### config.mk
export PLATFORM = sky130hd
export DESIGN_NAME = psum_out_collector
export DESIGN_NICKNAME = d
export VERILOG_FILES = /design/src/rtl/psum_out_collector.sv
export SDC_FILE = /design/constraint.sdc
export NUM_CORES = 1
export LEC_CHECK = 0
export ABC_AREA = 0
export CORE_ASPECT_RATIO = 0.8
export CORE_MARGIN = 2
export CORE_UTILIZATION = 40
export DETAILED_ROUTE_END_ITERATION = 10
export PLACE_DENSITY_LB_ADDON = 0.3
export SLEW_MARGIN = 20
export SYNTH_ARGS = -nofsm -noshare
export SYNTH_HDL_FRONTEND = slang
export SYNTH_SLANG_ARGS = --single-unit
export TNS_END_PERCENT = 50
### constraint.sdc
create_clock -name clk -period 8.4 [get_ports clk]
set_input_delay 1.26 -clock clk [delete_from_list [all_inputs] [get_ports clk]]
set_output_delay 1.26 -clock clk [all_outputs]
set_load 0.02 [all_outputs]
### src/rtl/psum_out_collector.sv
// psum_out_collector
// Takes the rectified partial-sum stream, requantizes each value to one byte,
// packs four bytes per 32-bit word and writes the packed words to the output
// feature-map SRAM at sequential addresses. An internal FIFO absorbs SRAM
// stalls. done pulses once the last word of the frame has been written.
//
// Handshake on the write port: a write is transferred on every rising clk
// edge where wr_valid && wr_ready. While wr_valid is high and wr_ready is
// low, wr_addr/wr_data hold the same head entry. wr_valid never depends on
// wr_ready. The input stream has no backpressure: every in_valid cycle in
// RUN is consumed.
module psum_out_collector #(
  parameter int data_width  = 25,
  parameter int shift_width = 5,
  parameter int dim_width   = 8,
  parameter int addr_width  = 16,
  parameter int fifo_depth  = 8
) (
  input  logic                   clk,
  input  logic                   rst,
  input  logic                   cfg_start,
  input  logic [shift_width-1:0] cfg_shift,
  input  logic [dim_width-1:0]   cfg_out_rows,
  input  logic [dim_width-1:0]   cfg_out_cols,
  input  logic [addr_width-1:0]  cfg_base_addr,
  input  logic [data_width-1:0]  in_data,
  input  logic                   in_valid,
  output logic                   wr_valid,
  input  logic                   wr_ready,
  output logic [addr_width-1:0]  wr_addr,
  output logic [31:0]            wr_data,
  output logic                   busy,
  output logic                   done,
  output logic                   overflow
);

  localparam int ptr_w   = $clog2(fifo_depth);
  localparam int entry_w = addr_width + 32;

  typedef enum logic [1:0] {IDLE, RUN, FLUSH, DONE} state_t;

  // FSM state, kept as a named signal so checkers can bind to it.
  state_t state_q, state_d;

  // Latched frame configuration.
  logic [shift_width-1:0] shift_r;
  logic [dim_width-1:0]   rows_r, cols_r;
  logic [addr_width-1:0]  base_r;

  // Frame progress.
  logic [1:0]            lane_q;
  logic [dim_width-1:0]  col_q, row_q;
  logic [addr_width-1:0] word_q;
  logic [7:0]            byte0_q, byte1_q, byte2_q;

  // FIFO storage: {address, data} per entry.
  logic [entry_w-1:0] mem [fifo_depth];
  logic [ptr_w-1:0]   wr_ptr, rd_ptr;
  logic [ptr_w:0]     count;

  logic                  start_acc, accept, is_last;
  logic [data_width-1:0] q_full;
  logic [7:0]            q_byte;
  logic                  push, do_push, pop, fifo_full, fifo_empty;
  logic [31:0]           push_data;
  logic [addr_width-1:0] push_addr;
  logic [entry_w-1:0]    head;

  assign start_acc  = (state_q == IDLE) && cfg_start;
  assign accept     = (state_q == RUN) && in_valid;
  assign is_last    = (row_q == rows_r - dim_width'(1)) && (col_q == cols_r - dim_width'(1));

  assign q_full     = in_data >> shift_r;
  assign q_byte     = (|q_full[data_width-1:8]) ? 8'hFF : q_full[7:0];

  assign fifo_empty = (count == '0);
  assign fifo_full  = (count == (ptr_w+1)'(fifo_depth));
  assign pop        = !fifo_empty && wr_ready;
  assign push       = accept && ((lane_q == 2'd3) || is_last);
  // A push into a full FIFO still lands when the head leaves on the same edge.
  assign do_push    = push && (!fifo_full || pop);
  assign push_addr  = base_r + word_q;

  // Assemble the outgoing word; lanes above the current one are zero so a
  // short final word carries no bytes from the previous word.
  always_comb begin
    push_data = 32'h0;
    case (lane_q)
      2'd0: push_data = {24'h0, q_byte};
      2'd1: push_data = {16'h0, q_byte, byte0_q};
      2'd2: push_data = {8'h0, q_byte, byte1_q, byte0_q};
      default: push_data = {q_byte, byte2_q, byte1_q, byte0_q};
    endcase
  end

  // Show-ahead write port; address and data read as zero when idle.
  assign head     = mem[rd_ptr];
  assign wr_valid = !fifo_empty;
  assign wr_addr  = wr_valid ? head[entry_w-1:32] : '0;
  assign wr_data  = wr_valid ? head[31:0] : 32'h0;

  // Next-state logic for the frame sequencer.
  always_comb begin
    state_d = state_q;
    case (state_q)
      IDLE:  if (cfg_start)
               state_d = ((cfg_out_rows == '0) || (cfg_out_cols == '0)) ? DONE : RUN;
      RUN:   if (accept && is_last) state_d = FLUSH;
      FLUSH: if (fifo_empty) state_d = DONE;
      DONE:  state_d = IDLE;
      default: state_d = IDLE;
    endcase
  end

  // State register plus the registered busy/done/overflow flags.
  always_ff @(posedge clk or posedge rst) begin
    if (rst) begin
      state_q  <= IDLE;
      busy     <= 1'b0;
      done     <= 1'b0;
      overflow <= 1'b0;
    end else begin
      state_q <= state_d;
      done    <= 1'b0;
      if (start_acc) begin
        busy     <= 1'b1;
        overflow <= 1'b0;
      end else if (state_q == DONE) begin
        busy <= 1'b0;
        done <= 1'b1;
      end
      if (push && !do_push) overflow <= 1'b1;
    end
  end

  // Configuration latch and frame counters.
  always_ff @(posedge clk or posedge rst) begin
    if (rst) begin
      shift_r <= '0;
      rows_r  <= '0;
      cols_r  <= '0;
      base_r  <= '0;
      lane_q  <= '0;
      col_q   <= '0;
      row_q   <= '0;
      word_q  <= '0;
      byte0_q <= '0;
      byte1_q <= '0;
      byte2_q <= '0;
    end else if (start_acc) begin
      shift_r <= cfg_shift;
      rows_r  <= cfg_out_rows;
      cols_r  <= cfg_out_cols;
      base_r  <= cfg_base_addr;
      lane_q  <= '0;
      col_q   <= '0;
      row_q   <= '0;
      word_q  <= '0;
    end else if (accept) begin
      lane_q <= lane_q + 2'd1;
      case (lane_q)
        2'd0: byte0_q <= q_byte;
        2'd1: byte1_q <= q_byte;
        2'd2: byte2_q <= q_byte;
        default: ;
      endcase
      if (col_q == cols_r - dim_width'(1)) begin
        col_q <= '0;
        row_q <= row_q + dim_width'(1);
      end else begin
        col_q <= col_q + dim_width'(1);
      end
      // Dropped words still consume an address slot.
      if (push) word_q <= word_q + addr_width'(1);
    end
  end

  // FIFO pointers and occupancy.
  always_ff @(posedge clk or posedge rst) begin
    if (rst) begin
      wr_ptr <= '0;
      rd_ptr <= '0;
      count  <= '0;
    end else begin
      if (do_push) wr_ptr <= wr_ptr + ptr_w'(1);
      if (pop)     rd_ptr <= rd_ptr + ptr_w'(1);
      count <= count + (ptr_w+1)'(do_push) - (ptr_w+1)'(pop);
    end
  end

  // FIFO storage write.
  always_ff @(posedge clk) begin
    if (do_push) mem[wr_ptr] <= {push_addr, push_data};
  end

endmodule

==> metrics <==
row cnt 76; Hold Crit Depth 2; post-route minimum period 5.20 ns; hold_buf cts 0; slowest stage delay, CP 1.06 ns; post-synthesis register bit count 494; hold endpoint byte0_q[4]; r2r startpoint rows_r[0]; CTS H-tree depth 2; die height 214 µm; CTS Buf Count 50; worst setup margin 3.20 ns; CP endpoint kind primary output; dpl ws 3.51 ns; Yosys top cell by area edfxtp_1; Hold WC Path Type reg2reg; Async S/R FF share, synth 22.3%; via density per instance 5.60; vias in the first global route 13200; fin area 25800 µm²; DRT iter0 DRCs 1209; Starting Density 40.7%; count of input and output buffers 118; most common cell after layout, fill and taps aside edfxtp_1; Layout Skew 0.0238 ns; max_slew headroom 26.6%; Final Hold Viols 0; DR vias 12900; die area 56900 µm²; pin count of the biggest net entering global routing 69; type of the worst setup path reg2out; data required time of the worst path 7.14 ns; reg2reg end mem[2][33]; Reg2Reg Setup Slack 3.87 ns; leakage 0.00921 µW; placed cell area 24000 µm²; num ports 119; Overall Global Routing Usage 18.5%; WL per Instance 22.3 µm; Slowest-stage cell, CP dfrtp_4; Post-CTS Resized 0; final setup fails 0; Slew @ Worst Pin 1.09 ns; first-pass detailed-route iteration total 5; CTS tree done; worst path bufs/invs 2; sw power 3230 µW; Most Crowded Layer GR met2; # Post-CTS Setup Buffers 0; fill cell count 4577; first-pass GRT wire length 79300 µm; DRC 0; final WL 51400 µm; Clock Sink Count 494; syn nets 1551; VDD IR-drop max 181 µV; crit share post-route 61.9%; met3 Track Usage GR 3.50%; Worst Path Max Fanout 43; Internal Power 6090 µW; layout cells sized above 1 15.7%; hpwl dp 30700 µm; clock root buffer clkbuf_16; Floorplan Core Area 54100 µm²; max-capacitance violation count 0; top cells by area, synth edfxtp_1, dfrtp_1, mux4_2; crit path from rd_ptr[0]; net count reported at finish 1665; Cells after Synth 1446; Area growth, synth to finish 17.1%; Synth top area share 52.4%; sequential power share 37.8%; Avg Synthesized Cell Area 15.2 µm²; critical path launch point type register; Worst Hold Launch byte0_q[4]; grt met2 use 29.2%; antenna violations before repair 1; sequential area share after synthesis 64.9%; post-synthesis cell area 22000 µm²; commonest non-fill, non-tap cells in the layout edfxtp_1, nand2_1, mux4_2, clkdlybuf4s50_1, dfrtp_1; warnings from Yosys 0; Clk pwr share 25.5%; Critical Path AT 3.94 ns; gr ovfl total 0; placer congestion estimate 0.832; Worst Hold Slack 0.481 ns; PwrDens 362 nW/µm²; combinational share of power 36.7%; RSZ-0062 raised after global routing false; worst-skew pair later-pin latency 0.60 ns; Die X 266 µm; Post-synth top flop edfxtp_1; EDFF count, synth 384; crit-path cells buf_4 -> mux4_2 -> mux2i_1 -> nor2_1 -> clkdlybuf4s50_1; Max Clock Freq 192 MHz; CTS max path bufs 3; antenna-violating nets left 0; delay-heaviest family, CP buffers and inverters; CTS clk-pin slew, worst paths 0.07 ns; status completed; setup TNS 0 ns; synth unique cells 69; R2R depth 9; M1 GR Usage 26.7%; Switching Share 34.6%; Slew Viols, Final 0
==> registers in the layout (all words and copies together), names as in the netlist, 8 cells and up <==
name     count
word_q      16
row_q        8
byte1_q      8
col_q        8
cols_r       8
byte2_q      8
byte0_q      8
rows_r       8
mem        384
base_r      16
==> Yosys cell counts, types with 10 or more instances <==
| master | number |
|---|---|
| nand3_1 | 24 |
| nand2_1 | 187 |
| dfrtp_1 | 110 |
| or3_1 | 10 |
| or4_1 | 13 |
| a21oi_1 | 33 |
| xor2_1 | 16 |
| o21ai_0 | 70 |
| nor2_1 | 83 |
| nor4_1 | 11 |
| buf_1 | 22 |
| mux2i_1 | 69 |
| xnor2_1 | 29 |
| mux4_2 | 122 |
| nand2b_1 | 11 |
| edfxtp_1 | 384 |
| ha_1 | 36 |
| inv_1 | 25 |
| clkbuf_1 | 51 |
| o31ai_1 | 20 |
| nor2b_1 | 11 |
==> power groups by stage <==
stage / Combinational [µW] / Clock (µW) / Sequential (µW)
floorplan: 2400 / 0 / 3350
global placement: 3380 / 0 / 3560
detailed placement: 3450 / 0 / 3570
CTS: 3460 / 2420 / 3520
global route: 3730 / 2530 / 3560
finish: 3420 / 2380 / 3520
==> routing by layer <==
layer	wire, µm	part of all wire (%)
met1	23300	45
met2	23800	46
met3	3410	6.6
met4	911	1.8
met5	0	0
==> cell type report <==
type	count	area (µm²)	area share [%]
clock inverters	28	404	1.57
clock buffers	65	1370	5.31
well taps	702	878	3.41
multi-input cells	850	7380	28.7
inverters	26	100	0.389
flip-flops and latches	494	14300	55.5
diodes	1	2.50	0.00971
repair buffers	138	1330	5.17
==> worst max-delay path by stage <==
| stage | to | slack [ns] | cells after the start |
|---|---|---|---|
| global route | wr_data[15] | 2.93 | 5 |
| floorplan | mem[0][0] | 0.63 | 8 |
| CTS | wr_data[9] | 3.08 | 5 |
| detailed placement | mem[6][11] | 3.51 | 8 |
| global placement | mem[4][11] | 3.63 | 8 |
| finish | wr_data[15] | 3.20 | 5 |
==> cell families after synthesis <==
| group | share of synthesized area (%) |
|---|---|
| AO/OA/AOI/OAI | 5.37 |
| XOR/XNOR | 1.79 |
| adder cells (fa/ha/maj) | 2.23 |
| buffers and inverters | 1.79 |
| flip-flops | 64.9 |
| multiplexers | 15.7 |
| AND/OR/NAND/NOR | 8.18 |
==> through the flow <==
stage | instances | util [%] | total power [µW]
floorplan | 1446 | - | 5760
detailed placement | 2210 | 44.3 | 7020
global placement | 2210 | 44.3 | 6940
finish | 2304 | 47.6 | 9320
CTS | 2303 | 47.6 | 9410
global route | 2303 | 47.6 | 9820
==> worst min-delay path, delay by kind of cell, from the launching register on <==
kind / cells / cell delay, ns
flops: 1 / 0.34
simple gates: 1 / 0.05
compound gates: 1 / 0.06
No activity file was read; power rests on OpenSTA's default activity.
==> RTL change 1, RTL diff (same flow settings) <==
Re-encode `state_t` (4 states) as one-hot, 4 bits wide.
--- a/src/rtl/psum_out_collector.sv
+++ b/src/rtl/psum_out_collector.sv
@@ -38,5 +38,5 @@
   localparam int entry_w = addr_width + 32;
 
-  typedef enum logic [1:0] {IDLE, RUN, FLUSH, DONE} state_t;
+  typedef enum logic [3:0] {IDLE = 4'b0001, RUN = 4'b0010, FLUSH = 4'b0100, DONE = 4'b1000} state_t;
 
   // FSM state, kept as a named signal so checkers can bind to it.
Function: same outputs for any inputs over 4 cycles, from zero or initial values and one cycle with rst high; so few cycles prove little.
==> RTL change 1 against the original RTL <==
  * Setup slack better by 220 ps
  * Die area is 2.3% higher
  * Area after synthesis is 2.3% higher
  * Non-clock buffer count is 4 higher
  * Power is 3.6% lower
  * Sequential power is 5% lower
  * Design area is 1.9% higher
  * Sequential cell count is 2 higher
  * Routed wire length is 1.7% lower
  * Largest cell class unchanged
  * Core utilization is 0.21 points lower
==> RTL change 1: results (changes against the original RTL) <==
run status completed; largest net degree at the start of global routing 65 (-5.8%); initial antenna violation count 0 (-1); n_diodes 0 (-1); Starting DRT DRC Count 935 (-23%); Final GP Congestion 0.875 (+5.2%); drt first pass iters 6 (+1); post-synth net total 1641 (+5.8%); final WL 50500 um (-1.7%); fraction of registers with async set/reset 22.6% (+0.31 points); GRT Util Overall 17.5% (-0.95 points); nets@finish 1747 (+4.9%); maximum vdd drop 179 uV (-1.3%); first-pass GRT wire length 79300 um (about the same); Detailed Place HPWL 31000 um (+1.1%); CP max FO 38 (-12%); metal3 WL 2390 um (-30%); Crit path largest cell delay 680 ps (-380 ps); Clock Skew 24.8 ps (+0.970 ps); Global Route met1 Usage 25.2% (-1.4 points); Internal Power 5890 uW (-3.3%); Area contributors post-synth edfxtp_1 51%, dfrtp_1 12%, mux4_2 11%; layout cell share with drive strength beyond 1 15.4% (-0.33 points); post-synthesis sequential area ratio 63.7% (-1.2 points); slowest CP cell buf_4; routing usage on met3 2.34% (-1.2 points); WL met2 23800 um (about the same); GR Util met2 28.1% (-1.2 points); vias 13300 (+2.9%); Netlist cell types 77 (+12%); relative slew slack 30.2% (+3.6 points); Arr. time, crit path 3720 ps (-220 ps)
-- RTL change 1: stage by stage --
stage               area [sq um]  worst slack [ps]  instances
detailed placement         24500              3830       2342
global placement           24500              3940       2342
CTS                        26300              3330       2437
global route               26300              3190       2437
finish                     26300              3420       2437
floorplan                  22500              1260       1539
-- RTL change 1: power groups by stage --
stage	Clock, uW	Sequential (uW)	Combinational [uW]
3_5_place_dp	0	3410	3320
4_1_cts	2390	3370	3330
5_1_grt	2490	3400	3580
2_1_floorplan	0	3240	2370
3_3_place_gp	0	3410	3260
6_report	2340	3360	3280
-- RTL change 1: final cells by class --
type	count	area [sq um]
fill	4764	29100
sequential	496	14300
multi-input combinational	917	7720
clock buffer	63	1370
timing repair buffer	142	1360
tap	750	938
clock inverter	32	375
inverter	37	141
-- RTL change 1: cell families after synthesis --
logic type      after synthesis  share of synthesized area [%]
compound gates              208                           5.99
buf+inv                     126                           2.27
simple gates                423                           8.69
mux                         209                           15.7
fa+ha+maj                    35                           2.01
xor+xnor                     42                           1.63
flops                       496                           63.7
-- RTL change 1: path summary, 6_finish.rpt --
check                                 startpoint  cells after the start  slack [ps]                endpoint
setup / recovery           rd_ptr[0]$_DFFE_PP0P_                      5        3420             wr_addr[11]
hold / removal             rd_ptr[2]$_DFFE_PP0P_                      1         490   rd_ptr[2]$_DFFE_PP0P_
setup reg to reg           cols_r[0]$_DFFE_PP0P_                     11        4130    mem[3][37]$_DFFE_PP_
hold reg to reg            rd_ptr[2]$_DFFE_PP0P_                      1         490   rd_ptr[2]$_DFFE_PP0P_
max in group asynchronous                    rst                      3        5890   rd_ptr[0]$_DFFE_PP0P_
min in group asynchronous                    rst                      2        1210  state_q[1]$_DFFE_PP0P_
==> RTL change 2, RTL diff (same flow settings) <==
Without the edit above. Set the parameter `data_width` to 21 (it was 25).
--- a/src/rtl/psum_out_collector.sv
+++ b/src/rtl/psum_out_collector.sv
@@ -11,5 +11,5 @@
 // RUN is consumed.
 module psum_out_collector #(
-  parameter int data_width  = 25,
+  parameter int data_width  = 21,
   parameter int shift_width = 5,
   parameter int dim_width   = 8,
Ports: changed (resized in_data); port bits go from 119 to 115. No check against the original RTL was run, so the function may have changed too.
==> RTL change 2 against the original RTL <==
  * Setup slack improved by 300 ps
  * Largest cell class unchanged
  * Non-clock buffer count is 2 lower
  * Design area down 1.2%
  * Sequential cell count unchanged
  * Synthesized cell count is essentially flat
  * Area after synthesis decreased by 0.12%
  * Power fell by 5.2%
  * Routed wire length decreased by 5.4%
==> RTL change 2: results (changes against the original RTL) <==
run status completed; CTS Buf Count 49 (-2.0%); Leakage 0.00911 uW (-1.2%); met1 wire length 23200 um (about the same); maximum vdd drop 162 uV (-11%); Clock power frac 23.5% (-2.0 points); GR Util met2 27.5% (-1.8 points); Port Buffers 114 (-3.4%); Internal Power 5750 uW (-5.6%); nets@finish 1657 (-0.48%); layout cell share with drive strength beyond 1 15.5% (-0.15 points); Via density 5.48 (-2.1%); dpl cell area 23900 sq um (-0.22%); # H-tree levels 2 (unchanged); first-pass GRT wire length 76200 um (-3.9%); Final GP Congestion 0.855 (+2.7%); Sequential Power Share 39.6% (+1.8 points); adder-cell area share of the yosys netlist 2.28% (+0.048 points); Synth Area in Compound Gates 5.53% (+0.16 points); n_diodes 0 (-1); placed cells 2207 (-0.14%); post-synthesis sequential area ratio 65.0% (+0.078 points); Global Route met1 Usage 26.1% (-0.61 points); Slew @ Worst Pin 1030 ps (-63.4 ps); Synth Instances 1445 (-0.069%); power density cells 347 nW/um^2 (-4.1%); Final Util 47.0% (-0.56 points); Worst Setup SP rd_ptr[1]$_DFFE_PP0P_; WL per Instance 21.2 um (-4.9%); Hold Path Origin byte0_q[5]$_DFFE_PP0P_; initial antenna violation count 0 (-1); Netlist cell types 71 (+2.9%); FILL cells 4656 (+1.7%); Detailed Place HPWL 30300 um (-1.1%); largest net degree at the start of global routing 80 (+16%); metal3 WL 2350 um (-31%); Synth top cells by count 384 x edfxtp_1, 171 x nand2_1, 113 x mux4_2, 110 x dfrtp_1, 89 x nor2_1; WL met2 22300 um (-6.4%); GRT Util Overall 17.6% (-0.88 points); pre-CTS setup slack 3710 ps (+202 ps); post-synth net total 1546 (-0.32%); fraction of registers with async set/reset 22.3% (unchanged); CP max FO 58 (+35%); clk buf depth 3 (unchanged); FF-to-FF Start rows_r[0]$_DFFE_PP0P_; Clock Skew 25.4 ps (+1.55 ps); Finished Layout Cells 2293 (-0.48%); Starting DRT DRC Count 1070 (-11%); multiplexer share of the synthesized area 15.0% (-0.72 points); vias in the first global route 12900 (-1.8%); Crit path largest cell delay 810 ps (-250 ps); Post-Synth XOR/XNOR Area 1.95% (+0.16 points)
[RTL change 2: final timing paths]
kind | to | slack (ps) | cells after the start
setup / recovery | wr_addr[10] | 3500 | 5
max in group asynchronous | rd_ptr[0]$_DFFE_PP0P_ | 6230 | 3
hold / removal | byte0_q[5]$_DFFE_PP0P_ | 480 | 2
hold reg to reg | byte0_q[5]$_DFFE_PP0P_ | 480 | 2
min in group asynchronous | shift_r[2]$_DFFE_PP0P_ | 1050 | 2
setup reg to reg | mem[6][33]$_DFFE_PP_ | 4060 | 11
[RTL change 2: kinds of logic after synthesis]
family / count (synthesis)
flip-flops: 494
AND/OR/NAND/NOR: 391
multiplexers: 186
AO/OA/AOI/OAI: 178
buffers and inverters: 108
XOR/XNOR: 49
adder cells (fa/ha/maj): 39
[RTL change 2: cell type report]
type                            instances  area share, %
Inverter                               32          0.482
Tap cell                              702           3.45
Sequential cell                       494           56.2
Multi-Input combinational cell        843           28.8
Timing Repair Buffer                  136           5.15
Clock inverter                         18          0.654
Clock buffer                           68           5.29
